==> src/rtl/alu_hs.sv <==
// Handshaked multi-cycle ALU: single-cycle logic/arith/shift ops, iterative shift-add multiply,
// registered result and flags held until the consumer takes them, plus an internal accumulator.
//
// state | meaning
// IDLE  | in_ready=1, waiting for a request
// BUSY  | multiply in progress, one shift-add step per edge
// DONE  | out_valid=1, result held until out_ready
module alu_hs #(
  parameter int WIDTH = 8
) (
  input  logic             clk,
  input  logic             reset,
  input  logic             in_valid,
  output logic             in_ready,
  input  logic [3:0]       op,
  input  logic [WIDTH-1:0] a,
  input  logic [WIDTH-1:0] b,
  input  logic             use_acc,
  input  logic             acc_clr,
  output logic             out_valid,
  input  logic             out_ready,
  output logic [WIDTH-1:0] y,
  output logic             zero,
  output logic             carry_out,
  output logic             overflow,
  output logic [WIDTH-1:0] acc
);

  localparam int SHW = $clog2(WIDTH);

  localparam logic [3:0] OP_AND = 4'd0;
  localparam logic [3:0] OP_OR  = 4'd1;
  localparam logic [3:0] OP_ADD = 4'd2;
  localparam logic [3:0] OP_XOR = 4'd3;
  localparam logic [3:0] OP_SLL = 4'd4;
  localparam logic [3:0] OP_SRL = 4'd5;
  localparam logic [3:0] OP_SUB = 4'd6;
  localparam logic [3:0] OP_SLT = 4'd7;
  localparam logic [3:0] OP_SRA = 4'd8;
  localparam logic [3:0] OP_MUL = 4'd9;

  typedef enum logic [1:0] {
    IDLE = 2'd0,
    BUSY = 2'd1,
    DONE = 2'd2
  } state_t;

  state_t state;
  state_t state_nxt;

  logic                    accept;
  logic [WIDTH-1:0]        opa;
  logic [SHW-1:0]          shamt;

  logic [WIDTH:0]          sum_ext;
  logic [WIDTH:0]          dif_ext;
  logic                    add_v;
  logic                    sub_v;
  logic [WIDTH:0]          sll_ext;
  logic [WIDTH:0]          srl_ext;
  logic signed [WIDTH:0]   sra_ext;

  logic [WIDTH-1:0]        res_y;
  logic                    res_c;
  logic                    res_v;
  logic                    res_legal;

  logic [2*WIDTH-1:0]      mcand;
  logic [2*WIDTH-1:0]      prod;
  logic [2*WIDTH-1:0]      prod_step;
  logic [WIDTH-1:0]        mplier;
  logic [SHW-1:0]          cnt;
  logic                    mul_last;

  assign accept = in_valid && in_ready;
  assign opa    = use_acc ? acc : a;
  assign shamt  = b[SHW-1:0];

  assign sum_ext = {1'b0, opa} + {1'b0, b};
  assign dif_ext = {1'b0, opa} + {1'b0, ~b} + {{WIDTH{1'b0}}, 1'b1};
  assign add_v   = (opa[WIDTH-1] == b[WIDTH-1]) && (sum_ext[WIDTH-1] != opa[WIDTH-1]);
  assign sub_v   = (opa[WIDTH-1] != b[WIDTH-1]) && (dif_ext[WIDTH-1] != opa[WIDTH-1]);

  // Extra bit beside the operand catches the last bit shifted out; it stays 0 for a zero shift.
  assign sll_ext = {1'b0, opa} << shamt;
  assign srl_ext = {opa, 1'b0} >> shamt;
  assign sra_ext = $signed({opa, 1'b0}) >>> shamt;

  always_comb begin
    res_y     = '0;
    res_c     = 1'b0;
    res_v     = 1'b0;
    res_legal = 1'b1;
    case (op)
      OP_AND: res_y = opa & b;
      OP_OR:  res_y = opa | b;
      OP_XOR: res_y = opa ^ b;
      OP_ADD: begin
        res_y = sum_ext[WIDTH-1:0];
        res_c = sum_ext[WIDTH];
        res_v = add_v;
      end
      OP_SUB: begin
        res_y = dif_ext[WIDTH-1:0];
        res_c = dif_ext[WIDTH];
        res_v = sub_v;
      end
      OP_SLT: begin
        res_y = {{(WIDTH-1){1'b0}}, dif_ext[WIDTH-1] ^ sub_v};
        res_c = dif_ext[WIDTH];
        res_v = sub_v;
      end
      OP_SLL: begin
        res_y = sll_ext[WIDTH-1:0];
        res_c = sll_ext[WIDTH];
      end
      OP_SRL: begin
        res_y = srl_ext[WIDTH:1];
        res_c = srl_ext[0];
      end
      OP_SRA: begin
        res_y = sra_ext[WIDTH:1];
        res_c = sra_ext[0];
      end
      OP_MUL:  res_legal = 1'b1;
      default: res_legal = 1'b0;
    endcase
  end

  assign prod_step = prod + (mplier[0] ? mcand : '0);
  assign mul_last  = (state == BUSY) && (cnt == '0);

  always_ff @(posedge clk or posedge reset) begin
    if (reset) begin
      state <= IDLE;
    end else begin
      state <= state_nxt;
    end
  end

  always_comb begin
    state_nxt = state;
    case (state)
      IDLE: begin
        if (accept) begin
          state_nxt = (op == OP_MUL) ? BUSY : DONE;
        end
      end
      BUSY: begin
        if (cnt == '0) begin
          state_nxt = DONE;
        end
      end
      DONE: begin
        if (out_ready) begin
          state_nxt = IDLE;
        end
      end
      default: state_nxt = IDLE;
    endcase
  end

  always_comb begin
    in_ready  = (state == IDLE);
    out_valid = (state == DONE);
  end

  always_ff @(posedge clk or posedge reset) begin
    if (reset) begin
      y         <= '0;
      zero      <= 1'b0;
      carry_out <= 1'b0;
      overflow  <= 1'b0;
      mcand     <= '0;
      mplier    <= '0;
      prod      <= '0;
      cnt       <= '0;
    end else if (accept) begin
      if (op == OP_MUL) begin
        mcand  <= {{WIDTH{1'b0}}, opa};
        mplier <= b;
        prod   <= '0;
        cnt    <= SHW'(WIDTH - 1);
      end else begin
        y         <= res_y;
        zero      <= (res_y == '0);
        carry_out <= res_c;
        overflow  <= res_v;
      end
    end else if (state == BUSY) begin
      prod   <= prod_step;
      mcand  <= mcand << 1;
      mplier <= mplier >> 1;
      cnt    <= cnt - SHW'(1);
      if (mul_last) begin
        y         <= prod_step[WIDTH-1:0];
        zero      <= (prod_step[WIDTH-1:0] == '0);
        carry_out <= |prod_step[2*WIDTH-1:WIDTH];
        overflow  <= 1'b0;
      end
    end
  end

  // Clear has priority over any result write landing on the same edge.
  always_ff @(posedge clk or posedge reset) begin
    if (reset) begin
      acc <= '0;
    end else if (acc_clr) begin
      acc <= '0;
    end else if (accept && (op != OP_MUL) && res_legal) begin
      acc <= res_y;
    end else if (mul_last) begin
      acc <= prod_step[WIDTH-1:0];
    end
  end

endmodule
==> config.mk <==
export PLATFORM = sky130hd
export DESIGN_NAME = alu_hs
export DESIGN_NICKNAME = d
export VERILOG_FILES = /design/src/rtl/alu_hs.sv
export SDC_FILE = /design/constraint.sdc
export NUM_CORES = 1
export LEC_CHECK = 0
export CORE_ASPECT_RATIO = 1.5
export CORE_MARGIN = 4
export CORE_UTILIZATION = 60
export DETAILED_ROUTE_END_ITERATION = 6
export GPL_TIMING_DRIVEN = 0
export PLACE_DENSITY_LB_ADDON = 0.3
export SLEW_MARGIN = 15
export SYNTH_ARGS = -nofsm -noshare
export SYNTH_HDL_FRONTEND = slang
export SYNTH_SLANG_ARGS = --single-unit
==> constraint.sdc <==
create_clock -name clk -period 4.9 [get_ports clk]
set_input_delay 0.98 -clock clk [delete_from_list [all_inputs] [get_ports clk]]
set_output_delay 0.98 -clock clk [all_outputs]
set_load 0.02 [all_outputs]
* Word level (Yosys, flattened, before mapping) *
Cells that the tools add are included.

word-level totals
  latch bits = 0
  memories = 0
  flip-flop bits (word level) = 64
  bits of input ports = 26
  ROM bits = 0
  logic and storage cells = 105
  memory bits (writable) = 0

operators by class
  reductions and logical operators = 20
  bitwise logic cells = 5
  muxes and demuxes = 41
  divide/modulo/power cells = 0
  equal/unequal tests = 21
  magnitude comparators = 0
  shift-type cells = 3
  add/sub/neg operators = 5
  $mul = 0

operators with widths
  operator             number
  $mux 16              7
  $mux 8               10
  $pmux 8 s9           1
  $add 8x8->9          2
  $add 16x16->16       1
  $eq 4x3->1 const B   4
  $logic_not 8->1      2
  $mux 1               13
  $reduce_or 10->1     1
  $add 9x1->9 const B  1
  $mux 3               3
  $shl 8x3->9          1
  $shr 9x3->9          1
  $sshr 9x3->9         1
  $and 8x8->8          1
  $eq 4x2->1 const B   2
  $eq 4x4->1 const B   2
  $mux 2               4
  $ne 2x1->1 const B   4
  $not 8->8            1
  $or 8x8->8           1
  $reduce_or 8->1      1
  $xor 8x8->8          1
  $logic_and 1x1->1    6
  other kinds (20)     24

* Logic depth before layout (Yosys ltp) *
  word-level depth = 10
  gate-level depth with buffers = 17
  mapped depth without buffers = 16

* Worst setup path before layout *
Ideal clock, no wire load.

  kind = input port to flip-flop
  start point = input port use_acc
  end point = register zero
  arrival time = 4.198 ns
  stages = 16
  data required time = 4.833 ns
  path slack = 0.635 ns
  buffers on the path = 1
  library setup time = 0.067 ns
  cells stage by stage = buf_6 mux2i_1 ha_1 o21bai_1 a21oi_1 o31ai_1 a21oi_1 nor2_1 nor2_1 fa_1 mux2_2 a222oi_1 a21boi_0 and3_1 and4_1 a41o_1

on the way
  word-level cells in the longest chain between the ends = 10
  elaborated cells between the ends (all ways) = 18
  those cells by class = add/sub (3); eq/ne (2); shift (3); mux (4); bitwise (4); reduce/logical (2)

RTL lines
  element               RTL line  RTL
  start, declared       18        input logic use_acc,
  $mux 8 *              76        assign opa = use_acc ? acc : a;
  $add 8x8->9           80        assign dif_ext = {1'b0, opa} + {1'b0, ~b} + {{WIDTH{1'b0}}, 1'b1};
  $add 9x1->9           80
  $ne 1x1->1            82        assign sub_v = (opa[WIDTH-1] != b[WIDTH-1]) && (dif_ext[WIDTH-1] != opa[WIDTH-1]);
  $logic_and 1x1->1     82
  $xor 1x1->1           109       res_y = {{(WIDTH-1){1'b0}}, dif_ext[WIDTH-1] ^ sub_v};
  $pmux 8 s9 *          94        case (op)
  $logic_not 8->1 *     186       zero <= (res_y == '0);
  $mux 1 *              179       if (op == OP_MUL) begin
  $mux 1 *              178       end else if (accept) begin
  end signal, assigned  186
  end signal, assigned  197       zero <= (prod_step[WIDTH-1:0] == '0);
  end, declared         23        output logic zero,

Mark *: on every way between the ends. The rest lies on a longest branch, timed or not. The select of a mux whose other input is x is not followed.
A chain may end at the register's enable or synchronous reset.

* Worst setup path after layout *
  start point = input port a[2]
  end point = register y[0]

on the way
  word-level cells in the longest chain between the ends = 9
  elaborated cells between the ends (all ways) = 12
  those cells by class = add/sub (2); eq/ne (1); shift (3); mux (4); bitwise (1); reduce/logical (1)

RTL lines
  element               RTL line  RTL
  start, declared       16        input logic [WIDTH-1:0] a,
  $mux 8 *              76
  $add 8x8->9           80
  $add 9x1->9           80
  $ne 1x1->1            82
  $logic_and 1x1->1     82
  $xor 1x1->1           109
  $pmux 8 s9 *          94
  $mux 8 *              179
  $mux 8 *              178
  end signal, assigned  185       y <= res_y;
  end signal, assigned  196       y <= prod_step[WIDTH-1:0];
  end, declared         22        output logic [WIDTH-1:0] y,

Marked as above.

==> impl_metrics.yaml <==
timing:
  fin_crit_sh_pct: 97.0
  tns_ps: 0
  final_max_slew_viol_count: 0
  clock_skew_ps: 4.82
  finalHoldViolCount: 0
  relSlewSlack_pct: 36.0
  fmax_mhz: 210
  whs_ps: 474
  worstMarginPinSlew_ps: 958
  finalWorstPathRequiredPeriod_ps: 4750
  setup_viol: 0
worst_setup_path:
  critPathArrivalTime_ps: 4950
  crit_fanout: 7
  required_ps: 5100
  critPathSlowestCell: "mux2i_2"
  path_class: "in -> reg"
  path_buf_inv: 3
  critical-path-max-stage-delay_ps: 510
  cp-start-kind: "input pin"
  crit_path_cell_trace: "clkdlybuf4s50_1, mux2i_2, ha_1, buf_2, inv_1, a21oi_1, o31ai_2, a21oi_1, nor2_1, nor2_1, fa_1, mux2_2, a222oi_1, a21boi_1, nand2b_1, a21boi_0, o21ai_1"
  cp-end-kind: "flip-flop"
  critPathTopFamily: "compound AO/OA/AOI/OAI gates"
logic_synthesis:
  ys.flop_type: "dfrtp_1"
  synth_top_area_share_pct: 28.2
  synth_area_um2: 5670
  syn_inst: 673
  yosys-top-cells-count: "nand2_1 (99), dfrtp_1 (64), o21ai_0 (53), a21oi_1 (44), ha_1 (42)"
  synthArstFlopShare_pct: 100
  synth.distinct_cells: 75
  synthTopCellsByArea: "dfrtp_1 (28%), ha_1 (9.3%), nand2_1 (6.6%)"
  avgSynthCellArea_um2: 8.43
  ys_seq_area_share_pct: 28.2
  synth_edf_count: 0
  yosys_warnings: 0
  syn_nets: 745
  yosysMostFrequentCell: "nand2_1"
  yosysTopAreaCell: "dfrtp_1"
  ys_seq_elements: 64
job:
  maxCapViolations: 0
die:
  die_h_um: 127
  core_area_um2: 9250
  ios: 47
  die_w_um: 87.4
  start_util_pct: 61.3
  rows: 43
  dieArea_um2: 11100
final_layout:
  multiInputGateArea_um2: 3760
  diodes: 0
  design_area_um2: 6560
  ff_latch_area_um2: 1600
  fin_nets: 801
  area_growth_pct: 15.6
  final_cells: 843
  final_util_pct: 70.8
  nFillCells: 742
  drive_gt1_share_pct: 9.85
placement:
  port_buffers: 42
  placed_cell_area_um2: 6250
  place_congestion: 0.969
  dp_hpwl_um: 13500
  dp_cells: 828
route:
  viasPerCell: 6.57
  drtPass1Iterations: 5
  drc_errors: 0
  drt_iter0_drc: 423
  dr_total_vias: 5540
  postRouteAntennaNets: 0
  drt_wl_total_um: 17300
  post_drt_wl_per_cell_um: 20.6
power_and_ir_drop:
  pwr-share-seq_pct: 33.4
  p_int_mw: 1.57
  leakage_nw: 2.93
  p_sw_mw: 1.06
  p_comb_share_pct: 44.7
  powerDensity_nw_per_um2: 400
  ir_worst_vdd_mv: 0.333
  clockPowerShare_pct: 21.9
  p_sw_share_pct: 40.3
clock_network:
  clk_latency_ps: 330
  clock-sinks: 64
  cts-root-buf: "clkbuf_16"
  cts_tree: "yes"
  numCtsBuffers: 9
  htree_levels: 3
  clk_pin_slew_ps: 50
  cts.path.max_buffers: 2
global_routing:
  grt_overflow_total: 0
  grt_pass1_vias: 5575
  grt_max_degree: 43
  gr-usage-all-layers_pct: 32.1
  antenna_found_initial: 0
  grt_pass1_wl_um: 27800
run_status:
  status: "finished, final reports clean"
min_path:
  hold_class: "reg -> reg"
-- metal layers --
layer	global-route usage (%)	routed length [um]
met1	36.0	6350
met2	56.2	8930
met3	3.81	970
met4	20.5	1080
met5	0	0
-- flip-flops by register name, indices dropped and copies added (netlist names) --
| name | cells |
|---|---|
| mcand | 16 |
| prod | 16 |
| acc | 8 |
| mplier | 8 |
| y | 8 |
| cnt | 3 |
| state | 2 |
| carry_out | 1 |
| overflow | 1 |
| zero | 1 |
-- metrics by stage --
step	power, mW	setup WS [ps]
final	2.62	148
after global placement	1.97	-513
after floorplan	1.63	635
after CTS	2.60	122
after global routing	2.78	-11.9
after detailed placement	2.02	-560
-- path summary, 6_finish.rpt --
| kind | slack [ps] | end | cells past startpoint | start |
|---|---|---|---|---|
| max | 150 | y[0] | 17 | a[2] |
| min | 470 | y[4] | 2 | y[4] |
| max reg2reg | 810 | y[0] | 16 | acc[2] |
| min reg2reg | 470 | y[4] | 2 | y[4] |
| max in group asynchronous | 3410 | mcand[11] | 3 | reset |
| min in group asynchronous | 960 | mcand[3] | 2 | reset |
-- cell families after synthesis --
family	Yosys count	share of synthesized area, %
buffers and inverters	75	5.83
multiplexers	27	7.90
adder cells (fa/ha/maj)	46	10.7
AND/OR/NAND/NOR	238	20.7
AO/OA/AOI/OAI	204	23.7
XOR/XNOR	19	2.93
flip-flops	64	28.2
-- cells in the final DEF (no fill, tap or decap), drive strengths merged, types with 20 or more instances in the layout --
cell / synthesis / final
nor2: 42 / 42
ha: 42 / 42
clkdlybuf4s50: 0 / 41
o21ai: 59 / 59
inv: 35 / 35
clkbuf: 24 / 37
nand2: 99 / 99
dfrtp: 64 / 64
nand3: 20 / 20
a21oi: 44 / 44
-- area by class of cell --
type / count / share of cell area [%]
buffer: 40 / 3.13
timing repair buffer: 45 / 6.93
multi-input combinational: 534 / 57.3
clock buffer: 12 / 3.91
tap: 112 / 2.14
sequential: 64 / 24.4
clock inverter: 1 / 0.0764
inverter: 35 / 2.08
-- worst min-delay path: stages, from the launching register on --
cell	delay, ps
dfrtp_1	330
nand2_1	40
o21ai_0	60
-- timing repair --
item / in CTS / in global routing
hold buffers: 0 / 0
setup endpoints to repair: 3 / 2
resized for setup: 4 / 4
pin swaps: 0 / 1
buffers inserted: 0 / 2
endpoints found under the hold margin: 0 / 0
-- power groups by stage --
stage	logic, mW	clock network, mW	registers, mW
after floorplan	0.744	0	0.882
after detailed placement	1.14	0	0.879
final	1.17	0.575	0.877
after global routing	1.29	0.597	0.895
after CTS	1.15	0.573	0.872
after global placement	1.10	0	0.866
(Power assumes the default switching activity.)
